<file path="config.mk">
export PLATFORM = sky130hd
export DESIGN_NAME = coin_acceptor_flat
export DESIGN_NICKNAME = d
export VERILOG_FILES = /design/src/rtl/coin_acceptor_if.sv /design/src/rtl/coin_acceptor.sv /design/src/flat_wrapper.sv
export SDC_FILE = /design/constraint.sdc
export NUM_CORES = 1
export LEC_CHECK = 0
export ABC_AREA = 1
export BUFFER_PORTS_ARGS = -buffer_cell sky130_fd_sc_hd__buf_2
export CORE_MARGIN = 3
export CORE_UTILIZATION = 47
export DETAILED_ROUTE_END_ITERATION = 8
export PLACE_DENSITY_LB_ADDON = 0.15
export SLEW_MARGIN = 20
export SYNTH_ARGS = -nofsm -noshare
export SYNTH_HDL_FRONTEND = slang
export SYNTH_SLANG_ARGS = --single-unit
</file>
<file path="constraint.sdc">
create_clock -name clk -period 5.3 [get_ports clk]
set_clock_uncertainty 0.1 [all_clocks]
set_input_delay 0.265 -clock clk [delete_from_list [all_inputs] [get_ports clk]]
set_output_delay 0.265 -clock clk [all_outputs]
set_load 0.02 [all_outputs]
</file>
<file path="src/rtl/coin_acceptor_if.sv">
// coin_acceptor_if
//   Bundles the coin-path signals between the sensor front end and its user.
//   master: drives the raw sensor levels, inhibit and clear_credit and observes the results.
//   slave : the coin_acceptor itself.
//   Signals:
//     sensQ/sensD/sensN  raw, bouncy, asynchronous sensor levels
//     inhibit            1 = every coin emitted while high is rejected
//     clear_credit       1-cycle pulse that zeroes credit
//     outQ/outD/outN     1-cycle accepted-coin pulses
//     reject             1-cycle pulse: coin goes to the return chute
//     credit[9:0]        running accepted value in cents
//     busy               a coin is pending or the output FSM is not idle
interface coin_acceptor_if;
   logic       sensQ;
   logic       sensD;
   logic       sensN;
   logic       inhibit;
   logic       clear_credit;
   logic       outQ;
   logic       outD;
   logic       outN;
   logic       reject;
   logic [9:0] credit;
   logic       busy;

   modport master (
      output sensQ, sensD, sensN, inhibit, clear_credit,
      input  outQ, outD, outN, reject, credit, busy
   );

   modport slave (
      input  sensQ, sensD, sensN, inhibit, clear_credit,
      output outQ, outD, outN, reject, credit, busy
   );
endinterface

</file>
<file path="src/rtl/coin_acceptor.sv">
// coin_acceptor
//   Front end of the coin path: synchronises and debounces three raw coin sensors,
//   queues insertion events per channel, and emits them one at a time as clean
//   single-cycle outQ/outD/outN/reject pulses while tracking accepted credit.
//   Ports:
//     clk   system clock
//     rst   asynchronous, active-low reset
//     bus   coin_acceptor_if.slave (sensors, inhibit, clear_credit in; pulses, credit, busy out)
module coin_acceptor #(
   parameter int DEBOUNCE_CYCLES = 4,
   parameter int GAP_CYCLES      = 1,
   parameter int MAX_CREDIT      = 995
) (
   input logic             clk,
   input logic             rst,
   coin_acceptor_if.slave  bus
);
   localparam int DW = $clog2(DEBOUNCE_CYCLES + 1);
   localparam int GW = (GAP_CYCLES > 1) ? $clog2(GAP_CYCLES) : 1;
   localparam logic [DW-1:0] DB_MAX   = DW'(DEBOUNCE_CYCLES);
   localparam logic [DW-1:0] DB_LAST  = DW'(DEBOUNCE_CYCLES - 1);
   localparam logic [GW-1:0] GAP_LOAD = GW'(GAP_CYCLES - 1);

   typedef enum logic [1:0] {IDLE, EMIT, GAP} state_t;
   // Channel index doubles as grant code: 0=Q, 1=D, 2=N.
   typedef enum logic [1:0] {G_Q, G_D, G_N, G_REJ} grant_t;

   logic [2:0]  sens;
   logic [2:0]  ev;
   logic [2:0]  ovf;
   logic [1:0]  pend_q [3];
   logic [1:0]  pend_d [3];
   logic [1:0]  rej_pend_q;   // overflow rejects still waiting for an EMIT slot
   logic [1:0]  rej_pend_d;
   logic [3:0]  rej_sum;
   state_t      state_q;
   grant_t      gnt_q;
   grant_t      gnt_d;
   logic [GW-1:0] gap_q;
   logic [9:0]  credit_q;
   logic [9:0]  coin_val;
   logic [10:0] credit_sum;
   logic        any_pend;
   logic        slot_free;
   logic        take;
   logic        emit;
   logic        accept;

   assign sens = {bus.sensN, bus.sensD, bus.sensQ};

   // Per-channel conditioning: 2-flop sync, high/low run counters, one event per insertion.
   for (genvar g = 0; g < 3; g++) begin : g_ch
      logic          sync1_q;
      logic          sync2_q;
      logic          armed_q;
      logic [DW-1:0] hi_q;
      logic [DW-1:0] lo_q;

      // Fires on the edge where the high run reaches DEBOUNCE_CYCLES.
      assign ev[g] = armed_q & sync2_q & (hi_q == DB_LAST);

      always_ff @(posedge clk or negedge rst) begin
         if (!rst) begin
            sync1_q <= 1'b0;
            sync2_q <= 1'b0;
            armed_q <= 1'b1;
            hi_q    <= '0;
            lo_q    <= '0;
         end else begin
            sync1_q <= sens[g];
            sync2_q <= sync1_q;
            if (sync2_q) begin
               lo_q <= '0;
               if (hi_q != DB_MAX) hi_q <= hi_q + DW'(1);
            end else begin
               hi_q <= '0;
               if (lo_q != DB_MAX) lo_q <= lo_q + DW'(1);
            end
            // Disarm after the event; re-arm only after a full low run.
            if (ev[g])                              armed_q <= 1'b0;
            else if (!sync2_q && lo_q == DB_LAST)   armed_q <= 1'b1;
         end
      end
   end

   // A new grant can be taken from IDLE, or straight out of the last GAP cycle so that
   // back-to-back pulses are spaced exactly 1+GAP_CYCLES apart.
   assign any_pend  = (rej_pend_q != 2'd0) || (pend_q[0] != 2'd0) ||
                      (pend_q[1] != 2'd0) || (pend_q[2] != 2'd0);
   assign slot_free = (state_q == IDLE) || (state_q == GAP && gap_q == '0);
   assign take      = slot_free && any_pend;

   always_comb begin
      gnt_d = G_REJ;
      if (rej_pend_q != 2'd0)     gnt_d = G_REJ;
      else if (pend_q[0] != 2'd0) gnt_d = G_Q;
      else if (pend_q[1] != 2'd0) gnt_d = G_D;
      else                        gnt_d = G_N;
   end

   // Pending update: grant decrements first, so an event on a full counter that is
   // being drained on the same edge still fits.
   always_comb begin
      ovf = '0;
      for (int c = 0; c < 3; c++) begin
         pend_d[c] = pend_q[c];
         if (take && gnt_d == grant_t'(c)) pend_d[c] = pend_d[c] - 2'd1;
         if (ev[c]) begin
            if (pend_d[c] == 2'd3) ovf[c]    = 1'b1;
            else                   pend_d[c] = pend_d[c] + 2'd1;
         end
      end
      rej_sum = 4'(rej_pend_q) + 4'(ovf[0]) + 4'(ovf[1]) + 4'(ovf[2])
                - 4'(take && gnt_d == G_REJ);
      rej_pend_d = (rej_sum > 4'd3) ? 2'd3 : rej_sum[1:0];
   end

   always_ff @(posedge clk or negedge rst) begin
      if (!rst) begin
         for (int c = 0; c < 3; c++) pend_q[c] <= 2'd0;
         rej_pend_q <= 2'd0;
      end else begin
         for (int c = 0; c < 3; c++) pend_q[c] <= pend_d[c];
         rej_pend_q <= rej_pend_d;
      end
   end

   // EMIT decision: inhibit and the credit ceiling are evaluated during the EMIT cycle.
   assign emit = (state_q == EMIT);

   always_comb begin
      coin_val = 10'd0;
      case (gnt_q)
         G_Q:     coin_val = 10'd25;
         G_D:     coin_val = 10'd10;
         G_N:     coin_val = 10'd5;
         default: coin_val = 10'd0;
      endcase
   end

   assign credit_sum = {1'b0, credit_q} + {1'b0, coin_val};
   assign accept     = emit && (gnt_q != G_REJ) && !bus.inhibit &&
                       (credit_sum <= 11'(MAX_CREDIT));

   always_ff @(posedge clk or negedge rst) begin
      if (!rst) begin
         state_q  <= IDLE;
         gnt_q    <= G_Q;
         gap_q    <= '0;
         credit_q <= 10'd0;
      end else begin
         case (state_q)
            IDLE: if (any_pend) begin
               state_q <= EMIT;
               gnt_q   <= gnt_d;
            end
            EMIT: begin
               state_q <= GAP;
               gap_q   <= GAP_LOAD;
            end
            GAP: begin
               if (gap_q != '0) gap_q <= gap_q - GW'(1);
               else if (any_pend) begin
                  state_q <= EMIT;
                  gnt_q   <= gnt_d;
               end else state_q <= IDLE;
            end
            default: state_q <= IDLE;
         endcase
         // clear_credit wins, but a coin accepted on the same edge still counts.
         if (bus.clear_credit) credit_q <= accept ? coin_val : 10'd0;
         else if (accept)      credit_q <= credit_sum[9:0];
      end
   end

   assign bus.outQ   = accept && (gnt_q == G_Q);
   assign bus.outD   = accept && (gnt_q == G_D);
   assign bus.outN   = accept && (gnt_q == G_N);
   assign bus.reject = emit && !accept;
   assign bus.credit = credit_q;
   assign bus.busy   = (state_q != IDLE) || any_pend;
endmodule

</file>
<file path="src/flat_wrapper.sv">
// flat-port wrapper written by rule: the top's interface ports become plain ports
module coin_acceptor_flat 
#(
   parameter int DEBOUNCE_CYCLES = 4,
   parameter int GAP_CYCLES      = 1,
   parameter int MAX_CREDIT      = 995
)
  (clk, rst, bus_sensQ, bus_sensD, bus_sensN, bus_inhibit, bus_clear_credit, bus_outQ, bus_outD, bus_outN, bus_reject, bus_credit, bus_busy);
  coin_acceptor_if bus_i ();
  input logic clk;
  input logic rst;
  input wire logic [$bits(bus_i.sensQ)-1:0] bus_sensQ;
  input wire logic [$bits(bus_i.sensD)-1:0] bus_sensD;
  input wire logic [$bits(bus_i.sensN)-1:0] bus_sensN;
  input wire logic [$bits(bus_i.inhibit)-1:0] bus_inhibit;
  input wire logic [$bits(bus_i.clear_credit)-1:0] bus_clear_credit;
  output wire logic [$bits(bus_i.outQ)-1:0] bus_outQ;
  output wire logic [$bits(bus_i.outD)-1:0] bus_outD;
  output wire logic [$bits(bus_i.outN)-1:0] bus_outN;
  output wire logic [$bits(bus_i.reject)-1:0] bus_reject;
  output wire logic [$bits(bus_i.credit)-1:0] bus_credit;
  output wire logic [$bits(bus_i.busy)-1:0] bus_busy;
  assign bus_i.sensQ = bus_sensQ;
  assign bus_i.sensD = bus_sensD;
  assign bus_i.sensN = bus_sensN;
  assign bus_i.inhibit = bus_inhibit;
  assign bus_i.clear_credit = bus_clear_credit;
  assign bus_outQ = bus_i.outQ;
  assign bus_outD = bus_i.outD;
  assign bus_outN = bus_i.outN;
  assign bus_reject = bus_i.reject;
  assign bus_credit = bus_i.credit;
  assign bus_busy = bus_i.busy;
  coin_acceptor #(.DEBOUNCE_CYCLES(DEBOUNCE_CYCLES), .GAP_CYCLES(GAP_CYCLES), .MAX_CREDIT(MAX_CREDIT)) u_core (.clk(clk), .rst(rst), .bus(bus_i));
endmodule
</file>
==> parameters.txt <==
Parameter                              Value

Power and ir drop
  Combinational cell fraction of total power ... a little under two fifths
  Final total power ... 1320 uW
  Internal power of the cells ... 828 uW
  Leakage power figure ... ~0.0018 uW
  Seq pwr share ... about two fifths
  Share of total power in the clock network ... ~21%
  Fraction of power spent switching nets ... between 30% and 40%
  Power Density ... 398 mW/mm^2
  Max VDD drop ... ~0.26 mV
  Net load switching power ... 495 uW

Timing
  Setup violation total in the final timing report ... 0
  TNS Setup ... 0 ps
  Final critical-path required period ... approximately 3500 ps
  Highest achievable clock rate ... between 200 and 300 MHz
  Relative slew slack ... roughly three fifths
  Number of max-slew violations in the final report ... 0
  Part of the cycle the worst path needs ... between 60% and 70%
  Hold Fails Final Rpt ... 0
  Worst slew pin tran ... about 600 ps
  Final WS setup ... between 1500 and 2000 ps
  RSZ-0062 raised after global routing ... false

Detailed routing
  Number of optimization iterations in the first detailed-route pass ... 4
  Remaining routing DRC violations ... 0
  Detailed Route WL ... 5280 um
  Vias per std cell ... 4.99
  Number of routed nets with antenna violations ... 0
  Drt initial violations ... 88
  Vias after detailed routing ... approximately 2300
  Average detailed-routed wire length per instance ... ~11 um

Floorplan
  Ports ... 22
  Area inside the core boundary ... ~0.0060 sq mm
  Die Span Y ... ~86 um
  Die extent in x ... 85.8 um
  Full die area ... 0.00736 sq mm
  Initial standard-cell utilization of the core ... 49.6%
  Placement Rows ... 28

Global route
  Global-route track usage on met2 ... between 20% and 30%
  Antenna violations before repair ... 0
  Maximum number of pins on one net before global-route repair ... 50
  Met3 Use GR ... under 10%
  Global-route wire length before repair ... between 9000 and 10000 um
  Most congested layer reported by global routing ... met2
  Grt total ovfl ... 0
  Total Routing Usage GR ... ~16%
  Vias in the first global route ... 2156
  Global-route track usage on met1 ... 21.4%

Synthesis
  Synth Cell Area ... 0.00299 sq mm
  Synth unique cells ... 36
  Synthesized flop and latch total ... between 40 and 50
  Sequential share of the synthesized area ... 41.1%
  Syn. warnings ... 0
  Nets in the synthesized netlist ... ~400
  Post-synthesis area per instance ... ~8.4 sq um
  Syn Inst Count ... 355

Worst setup path
  Worst path cell trace ... inv_1 -> ha_1 -> inv_1 -> nor3_4 -> nand2_2 -> nand2_4 -> or2_4 -> xor2_2 -> nand2_1 -> or2_1 -> ha_1 -> fa_1 -> fa_1 -> xnor2_1 -> nor2_1 -> nand2_1
  Worst Path Max Fanout ... 7
  Reg2Reg Setup Slack ... around 1800 ps
  Critical path start-end classification ... flop to flop
  Required time worst endpoint ... between 5000 and 6000 ps
  Worst R2R Path Depth ... 16
  Crit Reg-Reg Startpoint ... u_core.pend_q[2]
  Worst endpoint data arrival time ... ~3600 ps
  Termination of the worst setup path ... u_core.rej_pend_q[1]
  End of the worst register-to-register path ... u_core.rej_pend_q[1]
  Launch point of the critical path ... u_core.pend_q[2]
  Startpoint class of the critical path ... flop
  Crit end category ... flop
  Slowest cell on the critical path ... sky130_fd_sc_hd__fa_1
  Largest stage delay on the critical path ... ~470 ps

CTS
  Clock root cell ... sky130_fd_sc_hd__clkbuf_8
  Hold buffer count at CTS ... 4
  TritonCTS clock tree ... done
  Clock latency at the later pin of the worst-skew pair ... between 200 and 300 ps
  Number of cells upsized or downsized after cts ... 0
  H-tree depth reported by CTS ... 2
  Number of clock sinks ... between 40 and 50
  Clock-pin transition on the worst setup and hold timing paths ... ~90 ps
  CTS buffer count ... 5
  Clock Tree Buf Depth ... 2
  Post-CTS Repair Setup Buffers ... 0

Hold path
  Hold Crit Class ... flop to flop

Place
  RePlAce Congestion ... 0.828
  Setup Slack @ Placement ... 1800 ps
  Final HPWL DP ... 4010 um
  Number of port buffers ... 21

Layout
  Fraction of the core area covered by cells at the end of the flow ... 55.2%
  Count of nets after finishing ... approximately 420
  Share of final-layout standard cells stronger than drive strength 1 ... 13.8%
  Antenna diode count ... 0
  Area delta synth->final ... 11.3%
  Layout fillers ... 562

Flow run
  Number of max-cap violations ... 0

Outcome
  Status ... completed
[flip-flops by register name (all words and copies together) (netlist names)]
register / cells
u_core.g_ch.hi_q: 9
u_core.g_ch.sync1_q: 3
u_core.g_ch.lo_q: 9
u_core.g_ch.sync2_q: 3
u_core.state_q: 2
u_core.pend_q: 6
u_core.g_ch.armed_q: 3
u_core.bus.credit: 10
u_core.gnt_q: 2
u_core.rej_pend_q: 2
[cell families after synthesis]
group / after synthesis / share of synthesized area (%)
compound gates: 46 / 8.49
xor+xnor: 6 / 2.51
buf+inv: 66 / 8.66
fa+ha+maj: 34 / 15.0
flops: 49 / 41.1
simple gates: 154 / 24.2
[power groups by stage]
| stage | Sequential [uW] | Combinational, uW | Clock (uW) |
|---|---|---|---|
| after detailed placement | 551 | 510 | 0 |
| final | 543 | 507 | 273 |
| after CTS | 544 | 517 | 282 |
| after global placement | 549 | 493 | 0 |
| after global routing | 557 | 600 | 300 |
| after floorplan | 537 | 404 | 0 |
[stage by stage]
stage	instances	hold slack, ps	instance area (sq um)
after floorplan	355	-131	2990
after global placement	447	233	3170
after detailed placement	447	236	3170
after CTS	459	257	3330
after global routing	459	261	3330
final	459	253	3330
[synth_stat cells]
master	count	area [sq um]
sky130_fd_sc_hd__a211oi_1	2	15.0
sky130_fd_sc_hd__nand3_1	41	205
sky130_fd_sc_hd__nand4_1	7	43.8
sky130_fd_sc_hd__nand3_2	3	30.0
sky130_fd_sc_hd__inv_1	56	210
sky130_fd_sc_hd__nor2_1	22	82.6
sky130_fd_sc_hd__xnor2_2	1	16.3
sky130_fd_sc_hd__ha_1	31	388
sky130_fd_sc_hd__inv_2	3	11.3
sky130_fd_sc_hd__o31ai_1	3	22.5
sky130_fd_sc_hd__nor3_1	3	15.0
sky130_fd_sc_hd__a21oi_1	16	80.1
sky130_fd_sc_hd__nand2_1	64	240
sky130_fd_sc_hd__xnor2_1	1	8.76
sky130_fd_sc_hd__a21boi_0	1	7.51
sky130_fd_sc_hd__fa_1	3	60.1
sky130_fd_sc_hd__clkbuf_1	2	7.51
sky130_fd_sc_hd__or2_2	1	6.26
sky130_fd_sc_hd__xor2_2	2	32.5
sky130_fd_sc_hd__nand2_4	1	11.3
sky130_fd_sc_hd__o21a_1	1	7.51
sky130_fd_sc_hd__a21oi_2	1	8.76
sky130_fd_sc_hd__a31oi_1	1	6.26
sky130_fd_sc_hd__nand3b_1	2	15.0
sky130_fd_sc_hd__dfstp_2	3	78.8
sky130_fd_sc_hd__or2_1	2	12.5
sky130_fd_sc_hd__or2_4	1	8.76
sky130_fd_sc_hd__xor2_1	2	17.5
sky130_fd_sc_hd__clkinv_1	1	3.75
sky130_fd_sc_hd__o21ai_0	20	100
sky130_fd_sc_hd__buf_6	1	11.3
sky130_fd_sc_hd__o22ai_1	1	6.26
sky130_fd_sc_hd__dfrtp_1	46	1150
sky130_fd_sc_hd__nand2_2	6	37.5
sky130_fd_sc_hd__nor3_4	1	16.3
sky130_fd_sc_hd__buf_2	3	15.0
[routing by layer]
metal	vias up	routed length (um)
met2	32	2510
met1	1053	2510
met5	-	0
met3	6	172
met4	0	76
li1	1200	-
[worst min-delay path by stage]
stage,endpoint,slack (ps),from,cells after the start
finish,u_core.g_ch[1].sync2_q,250,u_core.g_ch[1].sync1_q,0
global route,u_core.g_ch[1].sync2_q,260,u_core.g_ch[1].sync1_q,0
CTS,u_core.g_ch[2].sync2_q,260,u_core.g_ch[2].sync1_q,0
detailed placement,u_core.g_ch[0].sync2_q,240,u_core.g_ch[0].sync1_q,0
global placement,u_core.g_ch[0].sync2_q,230,u_core.g_ch[0].sync1_q,0
floorplan,u_core.bus.credit[0],-130,rst,0
[worst max-delay path, delay by kind of cell, from the launching register on]
kind                       cells  cell delay, ps
adders and majority gates      4            1340
and+or+nand+nor                8            1060
buffers and inverters          2             210
xor gates and xnor gates       2             310
DFF                            1             360
[area by class of cell]
class                      instances  area [sq um]  share of cell area, %
sequential                        49          1230                   37.0
clock buffer                       7          86.3                   2.59
tap                               75          93.8                   2.82
timing repair buffer              27           160                   4.81
inverter                          60           225                   6.77
clock inverter                     1          30.0                  0.903
multi-input combinational        240          1500                   45.1
[cell usage in the layout (no fill, tap or decap), drive strengths merged]
cell type	Yosys	routed
clkinv	1	1
ha	31	31
xnor2	2	2
nand2	71	71
nand3b	2	2
dfstp	3	3
a21oi	17	17
dlygate4sd3	0	4
clkbuf	2	7
a21boi	1	1
o31ai	3	3
o21a	1	1
buf	4	23
nor2	22	22
o21ai	20	20
nand3	44	44
xor2	4	4
fa	3	3
dfrtp	46	46
nand4	7	7
o22ai	1	1
bufinv	0	1
inv	59	59
a31oi	1	1
a211oi	2	2
nor3	4	4
or2	4	4
No activity file was read; power rests on OpenSTA's default activity.
